--- config.mk ---
export PLATFORM = sky130hd
export DESIGN_NAME = pmem_arbiter_flat
export DESIGN_NICKNAME = d
export VERILOG_FILES = /design/src/rtl/pmem_arbiter_if.sv /design/src/rtl/pmem_arbiter.sv /design/src/flat_wrapper.sv
export SDC_FILE = /design/constraint.sdc
export NUM_CORES = 1
export LEC_CHECK = 0
export CAP_MARGIN = 20
export CORE_AREA = 10 10 530 532
export CTS_CLUSTER_SIZE = 24
export DETAILED_ROUTE_END_ITERATION = 10
export DIE_AREA = 0 0 540 542
export PLACE_DENSITY = 0.3
export SYNTH_ARGS = -nofsm -noshare
export SYNTH_HDL_FRONTEND = slang
export SYNTH_SLANG_ARGS = --single-unit
--- constraint.sdc ---
create_clock -name clk -period 4.48 [get_ports clk]
set_input_delay 0.896 -clock clk [delete_from_list [all_inputs] [get_ports clk]]
set_output_delay 0.896 -clock clk [all_outputs]
set_load 0.02 [all_outputs]
--- src/rtl/pmem_arbiter_if.sv ---
// Signal bundle around the shared physical-memory port: I-cache side, D-cache side and memory side.
// Handshake: every request (i_pmem_read, d_pmem_read, d_pmem_write, pmem_read, pmem_write) is a level
// held for the whole transaction; the matching *_resp is a one-cycle pulse that completes it and
// qualifies *_rdata in that same cycle. The requester may drop its level in the cycle after *_resp.
interface pmem_arbiter_if #(
  parameter int unsigned ADDR_W = 32,
  parameter int unsigned LINE_W = 256
);
  logic              i_pmem_read;
  logic [ADDR_W-1:0] i_pmem_address;
  logic [LINE_W-1:0] i_pmem_rdata;
  logic              i_pmem_resp;

  logic              d_pmem_read;
  logic              d_pmem_write;
  logic [ADDR_W-1:0] d_pmem_address;
  logic [LINE_W-1:0] d_pmem_wdata;
  logic [LINE_W-1:0] d_pmem_rdata;
  logic              d_pmem_resp;

  logic              pmem_read;
  logic              pmem_write;
  logic [ADDR_W-1:0] pmem_address;
  logic [LINE_W-1:0] pmem_wdata;
  logic [LINE_W-1:0] pmem_rdata;
  logic              pmem_resp;

  // master: the arbiter, which owns the memory strobes and the completion pulses
  modport master (
    input  i_pmem_read, i_pmem_address,
    input  d_pmem_read, d_pmem_write, d_pmem_address, d_pmem_wdata,
    input  pmem_rdata, pmem_resp,
    output i_pmem_rdata, i_pmem_resp,
    output d_pmem_rdata, d_pmem_resp,
    output pmem_read, pmem_write, pmem_address, pmem_wdata
  );

  // slave: the caches and the memory around the arbiter
  modport slave (
    output i_pmem_read, i_pmem_address,
    output d_pmem_read, d_pmem_write, d_pmem_address, d_pmem_wdata,
    output pmem_rdata, pmem_resp,
    input  i_pmem_rdata, i_pmem_resp,
    input  d_pmem_rdata, d_pmem_resp,
    input  pmem_read, pmem_write, pmem_address, pmem_wdata
  );
endinterface

--- src/rtl/pmem_arbiter.sv ---
// Arbiter for the single physical-memory port shared by I-cache fills and D-cache fills/writebacks.
// D-side has priority; after STARVE_MAX consecutive D grants with I waiting, the next grant goes to I.
module pmem_arbiter #(
  parameter  int unsigned STARVE_MAX = 4,
  localparam int unsigned CNT_W      = $clog2(STARVE_MAX + 1)
) (
  input  logic             clk,
  input  logic             rst,
  pmem_arbiter_if.master   bus,
  output logic [1:0]       dbg_state,
  output logic [CNT_W-1:0] dbg_starve_cnt
);

  typedef enum logic [1:0] {
    IDLE    = 2'd0,
    SERVE_I = 2'd1,
    SERVE_D = 2'd2,
    DONE    = 2'd3
  } state_t;

  state_t           state;
  logic [CNT_W-1:0] starve_cnt;
  logic             d_req;
  logic             starve_hit;
  logic             serve_i;
  logic             serve_d;

  assign d_req      = bus.d_pmem_read | bus.d_pmem_write;
  assign starve_hit = bus.i_pmem_read && (starve_cnt == CNT_W'(STARVE_MAX));

  // The response path is combinational from pmem_resp and only open to the granted side.
  assign serve_i = !rst && (state == SERVE_I);
  assign serve_d = !rst && (state == SERVE_D);

  assign bus.i_pmem_resp  = serve_i && bus.pmem_resp;
  assign bus.d_pmem_resp  = serve_d && bus.pmem_resp;
  assign bus.i_pmem_rdata = serve_i ? bus.pmem_rdata : '0;
  assign bus.d_pmem_rdata = serve_d ? bus.pmem_rdata : '0;

  assign dbg_state      = state;
  assign dbg_starve_cnt = starve_cnt;

  always_ff @(posedge clk) begin
    if (rst) begin
      state            <= IDLE;
      starve_cnt       <= '0;
      bus.pmem_read    <= 1'b0;
      bus.pmem_write   <= 1'b0;
      bus.pmem_address <= '0;
      bus.pmem_wdata   <= '0;
    end else begin
      case (state)
        IDLE: begin
          if (d_req && !starve_hit) begin
            state            <= SERVE_D;
            bus.pmem_address <= bus.d_pmem_address;
            bus.pmem_wdata   <= bus.d_pmem_wdata;
            // A request with both read and write set is treated as a writeback.
            bus.pmem_write   <= bus.d_pmem_write;
            bus.pmem_read    <= !bus.d_pmem_write;
            if (!bus.i_pmem_read) begin
              starve_cnt <= '0;
            end else if (starve_cnt != CNT_W'(STARVE_MAX)) begin
              starve_cnt <= starve_cnt + CNT_W'(1);
            end
          end else if (bus.i_pmem_read) begin
            state            <= SERVE_I;
            bus.pmem_address <= bus.i_pmem_address;
            bus.pmem_read    <= 1'b1;
            bus.pmem_write   <= 1'b0;
            starve_cnt       <= '0;
          end else begin
            starve_cnt <= '0;
          end
        end
        SERVE_I, SERVE_D: begin
          if (bus.pmem_resp) begin
            state          <= DONE;
            bus.pmem_read  <= 1'b0;
            bus.pmem_write <= 1'b0;
          end
        end
        DONE: begin
          // Dead cycle lets the requester drop its level before the next arbitration.
          state <= IDLE;
        end
        default: begin
          state <= IDLE;
        end
      endcase
    end
  end

  always_ff @(posedge clk) begin
    if (!rst) begin
      assert (!(bus.pmem_read && bus.pmem_write));
      assert (!(bus.i_pmem_resp && bus.d_pmem_resp));
    end
  end

endmodule
--- src/flat_wrapper.sv ---
// flat-port wrapper written by rule: the top's interface ports become plain ports
module pmem_arbiter_flat 
#(
  parameter  int unsigned STARVE_MAX = 4,
  localparam int unsigned CNT_W      = $clog2(STARVE_MAX + 1)
)
  (clk, rst, dbg_state, dbg_starve_cnt, bus_i_pmem_read, bus_i_pmem_address, bus_d_pmem_read, bus_d_pmem_write, bus_d_pmem_address, bus_d_pmem_wdata, bus_pmem_rdata, bus_pmem_resp, bus_i_pmem_rdata, bus_i_pmem_resp, bus_d_pmem_rdata, bus_d_pmem_resp, bus_pmem_read, bus_pmem_write, bus_pmem_address, bus_pmem_wdata);
  pmem_arbiter_if bus_i ();
  input  logic clk;
  input  logic rst;
  output logic [1:0] dbg_state;
  output logic [CNT_W-1:0] dbg_starve_cnt;
  input wire logic [$bits(bus_i.i_pmem_read)-1:0] bus_i_pmem_read;
  input wire logic [$bits(bus_i.i_pmem_address)-1:0] bus_i_pmem_address;
  input wire logic [$bits(bus_i.d_pmem_read)-1:0] bus_d_pmem_read;
  input wire logic [$bits(bus_i.d_pmem_write)-1:0] bus_d_pmem_write;
  input wire logic [$bits(bus_i.d_pmem_address)-1:0] bus_d_pmem_address;
  input wire logic [$bits(bus_i.d_pmem_wdata)-1:0] bus_d_pmem_wdata;
  input wire logic [$bits(bus_i.pmem_rdata)-1:0] bus_pmem_rdata;
  input wire logic [$bits(bus_i.pmem_resp)-1:0] bus_pmem_resp;
  output wire logic [$bits(bus_i.i_pmem_rdata)-1:0] bus_i_pmem_rdata;
  output wire logic [$bits(bus_i.i_pmem_resp)-1:0] bus_i_pmem_resp;
  output wire logic [$bits(bus_i.d_pmem_rdata)-1:0] bus_d_pmem_rdata;
  output wire logic [$bits(bus_i.d_pmem_resp)-1:0] bus_d_pmem_resp;
  output wire logic [$bits(bus_i.pmem_read)-1:0] bus_pmem_read;
  output wire logic [$bits(bus_i.pmem_write)-1:0] bus_pmem_write;
  output wire logic [$bits(bus_i.pmem_address)-1:0] bus_pmem_address;
  output wire logic [$bits(bus_i.pmem_wdata)-1:0] bus_pmem_wdata;
  assign bus_i.i_pmem_read = bus_i_pmem_read;
  assign bus_i.i_pmem_address = bus_i_pmem_address;
  assign bus_i.d_pmem_read = bus_d_pmem_read;
  assign bus_i.d_pmem_write = bus_d_pmem_write;
  assign bus_i.d_pmem_address = bus_d_pmem_address;
  assign bus_i.d_pmem_wdata = bus_d_pmem_wdata;
  assign bus_i.pmem_rdata = bus_pmem_rdata;
  assign bus_i.pmem_resp = bus_pmem_resp;
  assign bus_i_pmem_rdata = bus_i.i_pmem_rdata;
  assign bus_i_pmem_resp = bus_i.i_pmem_resp;
  assign bus_d_pmem_rdata = bus_i.d_pmem_rdata;
  assign bus_d_pmem_resp = bus_i.d_pmem_resp;
  assign bus_pmem_read = bus_i.pmem_read;
  assign bus_pmem_write = bus_i.pmem_write;
  assign bus_pmem_address = bus_i.pmem_address;
  assign bus_pmem_wdata = bus_i.pmem_wdata;
  pmem_arbiter #(.STARVE_MAX(STARVE_MAX)) u_core (.clk(clk), .rst(rst), .bus(bus_i), .dbg_state(dbg_state), .dbg_starve_cnt(dbg_starve_cnt));
endmodule
# ---- Word level (Yosys, flattened, before mapping)
# Index checks and enable logic that the tools add are counted.
dict set report classes {
  bitwise_logic 1
  n_reduce_logical 18
  multipliers 0
  magnitude_cmp 0
  n_addsub 1
  muxes 18
  n_eq_ne 8
  n_div 0
  shifts 0
}
# op count
set op_table {}
lappend op_table {{$mux W256} 2}
lappend op_table {{$mux W32} 2}
lappend op_table {{$mux W3} 3}
lappend op_table {{$reduce_and A2 Y1} 4}
lappend op_table {{$logic_and A1 B1 Y1} 6}
lappend op_table {{$mux W2} 3}
lappend op_table {{$ne A3 B3 Y1 const B} 2}
lappend op_table {{$pmux W2 S3} 1}
lappend op_table {{$mux W1} 5}
lappend op_table {{$eq A2 B2 Y1 const B} 2}
lappend op_table {{$pmux W1 S2} 2}
lappend op_table {{$reduce_bool A2 Y1} 2}
lappend op_table {{$add A3 B1 Y3 const B} 1}
lappend op_table {{$eq A3 B3 Y1 const B} 1}
lappend op_table {{$logic_not A1 Y1} 3}
lappend op_table {{$ne A3 B2 Y1 const B} 1}
lappend op_table {{$reduce_and A3 Y1} 1}
lappend op_table {{$eq A2 B1 Y1 const B} 1}
lappend op_table {{$logic_not A2 Y1} 1}
lappend op_table {{$ne A2 B2 Y1 const B} 1}
lappend op_table {{$reduce_or A2 Y1} 1}
lappend op_table {{$or A1 B1 Y1} 1}
dict set report totals {
  mem_bits_ro 0
  out_inout_bits 809
  ff_bits 295
  elab_cells 52
  latchBits 0
  ram_bits 0
  mem_count 0
}

# ---- Depth between registers and ports, before layout
# Gate-level depths: netlist of run 1.
dict set report depth {
  word_depth 6
  ltp_mapped 8
  depth_no_buf 5
}

# ---- Worst setup path before layout of run 1
# OpenSTA, ideal clock, no wires.
dict set report synth_path {
  kind {input port to output port}
  from {in rst}
  to {out bus_i_pmem_rdata[100]}
  arrival_time_ns 2.048
  cell_stages 5
  slack_ns 1.536
  cell_sequence {clkbuf_1 > nor2b_1 > clkbuf_1 > clkbuf_1 > and2_1}
}
dict set report synth_via {
  elab_chain_len 3
}
# element line_no
set synth_rtl {}
lappend synth_rtl {{start: declaration} flat_wrapper.sv:10} ;# input logic rst;
lappend synth_rtl {{$logic_not A1 Y1} pmem_arbiter.sv:32} ;# assign serve_i = !rst && (state == SERVE_I);
lappend synth_rtl {{$logic_and A1 B1 Y1} pmem_arbiter.sv:32}
lappend synth_rtl {{$mux W256} pmem_arbiter.sv:37} ;# assign bus.i_pmem_rdata = serve_i ? bus.pmem_rdata : '0;
lappend synth_rtl {{end: declaration} flat_wrapper.sv:21} ;# output wire logic [$bits(bus_i.i_pmem_rdata)-1:0] bus_i_pmem_rdata;
# Every way passes these cells.

# ---- Final worst setup path of run 1
dict set report layout_path {
  from {in rst}
  to {out bus_i_pmem_rdata[50]}
}
# The elaborated chain is that of the path after synthesis.

==> results.ini, run 1 <==
[status]
status=complete, no violations

[routing]
drcViolationCount=0
wirelength_um=183000
drt-initial-drc-count=926
wl_per_cell_um=26.5
num_vias=19295
vias_per_cell=2.80
drt_pass1_iterations=5
postRouteAntennaNets=0

[layout]
finalNetCount=3843
final_common_cell=clkdlybuf4s50_1
final_cell_mix=clkdlybuf4s50_1, and2_1, nand2_1
fill_cells=30879
drive_gt1_frac=0.0776
finalNonFillerCells=6892
area_growth_pct=133

[synthesis]
netlist_top_cells_area=dfxtp_1, and2_1, mux2i_1
ys_types=33
synth_cells=1921
ys_warn_count=0
ys_ff_latch=295
synthDominantCellAreaShare=0.381
synth_nets=2510
netlist_area_um2=15500
synth_area_leader_cell=dfxtp_1
ys_seq_area_frac=0.381
syn_area_per_cell_um2=8.06

[pwr]
switching_share=0.412
seqPwrFrac=0.233
p_clk_frac=0.232
total_power_w=0.0156
power_density_nw_per_um2=434
p_int_w=0.00918
pwr-share-comb=0.534
irDropWorstVdd_v=0.000248
leakagePower_nw=13.2
p_switching_w=0.00643

[cts]
clkLatencyLatePin_ns=0.62
post_cts_buffers=0
path_clk_slew_ns=0.06
postCtsResizedCells=0
clk_path_buf_depth=3
cts_tree=done
cts_root_buffer=clkbuf_16
cts_buffers=43
clock_sinks=295
hold_buffers=0
htree_levels=2

[floorplanning]
start_util=0.0573
die_w_um=540
core_area_um2=270000
ios=1391
rows=191
die_area_um2=293000
die_height_um=542

[sta]
setup_tns_ns=0
relSlewSlack=0.391
tightest_slew_ns=0.900
fin_worst_skew_ns=0.0432
finalSetupViolations=0
layout_min_cycle_time_ns=4.02
max_freq_ghz=0.249
post-route-period-util=0.898
final_max_slew_viol_count=0
rsz0062_at_grt=no
setup_ws_ns=0.459
hold_viol=0

[global_routing]
grt_util_met3=0.0500
grt_max_degree=87
use_met1=0.119
gr-total-overflow=0
grt-busiest-layer=met2
grt_pass1_wl_um=230000
grt_usage=0.118
antenna_found_initial=129
grt_pass1_vias=20219
grt.met2_usage=0.222

[placed_design]
hpwl_um=161000
dpl.cell_count=6779
pre_cts_ws_ns=0.475
numPortBuffers=1390
gp_congestion=0.825

[setup_path]
reg2reg_depth=6
worstSetupEndpointType=primary output
timing.rr.end=u_core.bus.pmem_wdata[88]$_SDFFE_PP0P_
start_kind=input port
reg2reg_slack_ns=2.09
worstSetupPathType=in2out
cp.arrival_ns=3.13
r2r_start=u_core.dbg_starve_cnt[0]$_SDFFE_PP0P_
critPathRequiredTime_ns=3.58
path_max_fanout=56

[min_path]
min_to=u_core.bus.pmem_wdata[168]$_SDFFE_PP0P_
min-delay-start=u_core.bus.pmem_wdata[168]$_SDFFE_PP0P_
hp-class=reg2reg
hold_depth=2

[flow_run]
max-cap-violations=0

## cells in the mapped netlist
master    count
a2111o_1      1
a21boi_0      2
a21oi_1       6
a31o_2        1
a31oi_1      32
and2_1      514
and3_1        2
and3b_1       1
buf_2         1
buf_6        29
clkbuf_1    136
clkbuf_2      1
dfxtp_1     295
ha_1          7
inv_1         4
inv_2         1
mux2_2        1
mux2i_1     256
nand2_1     513
nand2b_1      3
nand3_1      34
nand4_1       2
nor2_1        3
nor2b_1       3
nor3b_1       1
nor4b_1       1
o211ai_1      1
o21ai_0      64
o221a_2       1
o31a_1        1
o31ai_1       2
o32ai_1       1
or2_1         1
## cell type report
| type | instances | area (um2) | area share |
|---|---|---|---|
| diodes | 38 | 95.1 | 0.00264 |
| clock buffers | 65 | 1240 | 0.0344 |
| clock inverters | 10 | 201 | 0.00559 |
| inverters | 5 | 26.3 | 0.000730 |
| multi-input cells | 1454 | 8730 | 0.243 |
| flip-flops and latches | 295 | 5910 | 0.164 |
| well taps | 3570 | 4470 | 0.124 |
| repair buffers | 1455 | 15300 | 0.426 |
## power by group through the flow
| stage | logic (W) | registers (W) | clock network, W |
|---|---|---|---|
| 6_report | 0.00834 | 0.00365 | 0.00363 |
| 5_1_grt | 0.00886 | 0.00373 | 0.00392 |
| 3_3_place_gp | 0.00859 | 0.00368 | 0 |
| 4_1_cts | 0.00857 | 0.00366 | 0.00386 |
| 3_5_place_dp | 0.00853 | 0.00371 | 0 |
| 2_1_floorplan | 0.00303 | 0.00447 | 0 |
## critical path: stages
cell             delay (ns)
clkdlybuf4s50_1        0.61
nor2b_4                0.26
buf_12                 0.21
buf_12                 0.25
and2_1                 0.16
clkdlybuf4s50_1        0.62
## flip-flops by register name (all words and copies together) (netlist names)
| name | cells |
|---|---|
| u_core.bus.pmem_read | 1 |
| u_core.bus.pmem_address | 32 |
| u_core.bus.pmem_wdata | 256 |
| u_core.bus.pmem_write | 1 |
| u_core.dbg_state | 2 |
| u_core.dbg_starve_cnt | 3 |
## per-layer routing
metal  part of all wire  routed length (um)
met5            0.00030                  55
met4              0.031                5730
met3               0.10               18800
met2               0.52               95200
met1               0.34               62900
## stage by stage
step	area (um2)	utilization	hold slack, ns
2_1_floorplan	15500	-	0.533
3_5_place_dp	34500	0.128	0.447
4_1_cts	35900	0.133	0.457
3_3_place_gp	34500	0.128	0.442
5_1_grt	35900	0.133	0.466
6_report	36000	0.133	0.454
## cell families after synthesis
| logic type | count (synthesis) | synth area share |
|---|---|---|
| buf+inv | 172 | 0.0559 |
| simple gates | 1078 | 0.350 |
| fa+ha+maj | 7 | 0.00566 |
| compound gates | 112 | 0.0411 |
| mux | 257 | 0.166 |
| flops | 295 | 0.381 |
## worst max-delay path by stage
| stage | to | startpoint | depth (start not counted) | slack [ns] |
|---|---|---|---|---|
| after global routing | bus_i_pmem_rdata[43] | rst | 6 | 0.41 |
| after global placement | bus_i_pmem_rdata[43] | rst | 6 | 0.49 |
| after floorplan | bus_i_pmem_rdata[100] | rst | 5 | 1.54 |
| after CTS | bus_i_pmem_rdata[43] | rst | 6 | 0.47 |
| after detailed placement | bus_i_pmem_rdata[80] | rst | 6 | 0.48 |
| final | bus_i_pmem_rdata[50] | rst | 6 | 0.46 |
(Power assumes the default switching activity.)
==> run 2, diff against run 1 <==
==> constraint.sdc (replaced) <==
create_clock -name clk -period 3.8 [get_ports clk]
set_input_delay 0.76 -clock clk [delete_from_list [all_inputs] [get_ports clk]]
set_output_delay 0.76 -clock clk [all_outputs]
set_load 0.02 [all_outputs]
==> results.ini, run 2 (same netlist as run 1, synthesis figures left out) <==
[routing]
wl_per_cell_um=26.4  ; was 26.5 um
wirelength_um=182000  ; was 183000 um
drcViolationCount=0  ; unchanged
route.met3.wl_um=18500  ; was 18800 um
drt_pass1_iterations=6  ; was 5
vias_per_cell=2.79  ; was 2.80
highest_layer=met5  ; unchanged
wl_met1_um=63400  ; was 62900 um
drt-initial-drc-count=899  ; was 926
postRouteAntennaNets=0  ; unchanged
num_vias=19289  ; was 19295
met2_length_um=94900  ; was 95200 um

[cts]
clock_sinks=295  ; unchanged
cts_buffers=43  ; unchanged
cts_tree=done  ; unchanged
clk_path_buf_depth=3  ; unchanged
htree_levels=2  ; unchanged
cts_root_buffer=clkbuf_16  ; unchanged
clkLatencyLatePin_ns=0.63  ; was 0.62 ns
path_clk_slew_ns=0.06  ; about the same

[sta]
fin_worst_skew_ns=0.0456  ; was 0.0432 ns
setup_ws_ns=0.133  ; was 0.459 ns
layout_min_cycle_time_ns=3.67
relSlewSlack=0.341  ; was 0.391
max_freq_ghz=0.273
tightest_slew_ns=0.975  ; was 0.900 ns
hold_viol=0  ; unchanged
final_max_slew_viol_count=0  ; unchanged
setup_tns_ns=0  ; unchanged
finalSetupViolations=0  ; unchanged
post-route-period-util=0.965
rsz0062_at_grt=no  ; unchanged

[setup_path]
r2r_start=u_core.dbg_state[0]$_SDFFE_PP0P_  ; was u_core.dbg_starve_cnt[0]$_SDFFE_PP0P_
cp.arrival_ns=2.91  ; was 3.13 ns
reg2reg_slack_ns=1.62  ; was 2.09 ns
start_kind=register  ; was input port
path_max_fanout=17  ; was 56
timing.rr.end=u_core.dbg_state[1]$_SDFFE_PP0P_  ; was u_core.bus.pmem_wdata[88]$_SDFFE_PP0P_
worstSetupPathType=reg2out  ; was in2out
reg2reg_depth=5  ; was 6
worstSetupEndpointType=primary output  ; unchanged
critPathRequiredTime_ns=3.04  ; was 3.58 ns

[flow_run]
max-cap-violations=0  ; unchanged

[placed_design]
hpwl_um=160000  ; was 161000 um
numPortBuffers=1390  ; unchanged
gp_congestion=0.809  ; was 0.825
pre_cts_ws_ns=0.175  ; was 0.475 ns
place_area_um2=35100  ; was 34500 um2

[floorplanning]
start_util=0.0573  ; unchanged
die_w_um=540  ; unchanged
ios=1391  ; unchanged
die_height_um=542  ; unchanged
die_area_um2=293000  ; unchanged
rows=191  ; unchanged
core_area_um2=270000  ; unchanged

[min_path]
hp-class=reg2reg  ; unchanged
min-delay-start=u_core.bus.pmem_wdata[198]$_SDFFE_PP0P_  ; was u_core.bus.pmem_wdata[168]$_SDFFE_PP0P_
min_to=u_core.bus.pmem_wdata[198]$_SDFFE_PP0P_  ; was u_core.bus.pmem_wdata[168]$_SDFFE_PP0P_
hold_depth=2  ; unchanged

[global_routing]
grt_pass1_wl_um=229000  ; was 230000 um
gr-total-overflow=0  ; unchanged
grt_pass1_vias=20182  ; was 20219
grt_usage=0.118  ; about the same
grt_max_degree=101  ; was 87
antenna_found_initial=116  ; was 129

[pwr]
irDropWorstVdd_v=0.000281  ; was 0.000248 V
power_density_nw_per_um2=507  ; was 434 nW/um2
leakagePower_nw=13.8  ; was 13.2 nW

[status]
status=complete, no violations  ; unchanged

[layout]
largest_register_ffs=256  ; unchanged
area_growth_pct=137  ; was 133%
final_cell_mix=clkdlybuf4s50_1, and2_1, nand2_1  ; unchanged
finalNetCount=3861  ; was 3843
postLayoutCellArea_um2=36700  ; was 36000 um2
final_common_cell=clkdlybuf4s50_1  ; unchanged
drive_gt1_frac=0.101  ; was 0.0776
top_register=u_core.bus.pmem_wdata  ; unchanged

==> run 2: routing by layer <==
metal,track usage,up-vias
met5,0,-
met4,0.0317,2
met3,0.0513,235
met2,0.220,1145
met1,0.118,9017
li1,-,8890
==> run 2: power by group <==
group	leakage [nW]	switching, W	internal [W]
clock network	0.715	0.00174	0.00246
logic	10.6	0.00547	0.00461
registers	2.44	0.000417	0.00388
total	13.8	0.00763	0.0110
==> run 2: through the flow <==
| stage | instances | total power, W | hold slack, ns | util |
|---|---|---|---|---|
| final | 6905 | 0.0186 | 0.455 | 0.136 |
| after global routing | 6888 | 0.0196 | 0.464 | 0.136 |
| after CTS | 6874 | 0.0191 | 0.455 | 0.135 |
| after detailed placement | 6795 | 0.0147 | 0.445 | 0.130 |
| after global placement | 6795 | 0.0147 | 0.442 | 0.130 |
| after floorplan | 1921 | 0.00884 | 0.533 | - |
==> run 2: critical path: stages (launching register included) <==
cell and delay, ns:
dfxtp_1 0.38, inv_1 0.13, ha_1 0.25, nor2b_4 0.20
buf_12 0.19, buf_4 0.24, and2_1 0.20, clkdlybuf4s50_1 0.66
==> run 2: worst max-delay path by stage <==
stage                                                 from                    end  slack (ns)
after global placement                                 rst  bus_i_pmem_rdata[219]        0.19
after floorplan                                        rst  bus_i_pmem_rdata[100]        1.13
final                     u_core.dbg_state[1]$_SDFFE_PP0P_   bus_i_pmem_rdata[82]        0.13
after detailed placement                               rst   bus_d_pmem_rdata[81]        0.18
after CTS                 u_core.dbg_state[1]$_SDFFE_PP0P_  bus_i_pmem_rdata[219]       0.008
after global routing      u_core.dbg_state[1]$_SDFFE_PP0P_  bus_i_pmem_rdata[193]       0.001
==> run 2: what timing repair did <==
item                       in CTS  in global routing
pin swaps                       0                  0
setup endpoints to repair      20                 13
setup buffers                   1                  0
resized for setup               0                 11
gates cloned                    1                  0
hold buffers                    0                  0
==> run 2: final cells by class <==
class | instances | area (um2)
antenna | 31 | 77.6
clock buffer | 61 | 1260
clock inverter | 16 | 164
fill | 30780 | 233000
inverter | 5 | 26.3
multi-input combinational | 1454 | 8730
sequential | 295 | 5910
tap | 3570 | 4470
timing repair buffer | 1473 | 16000
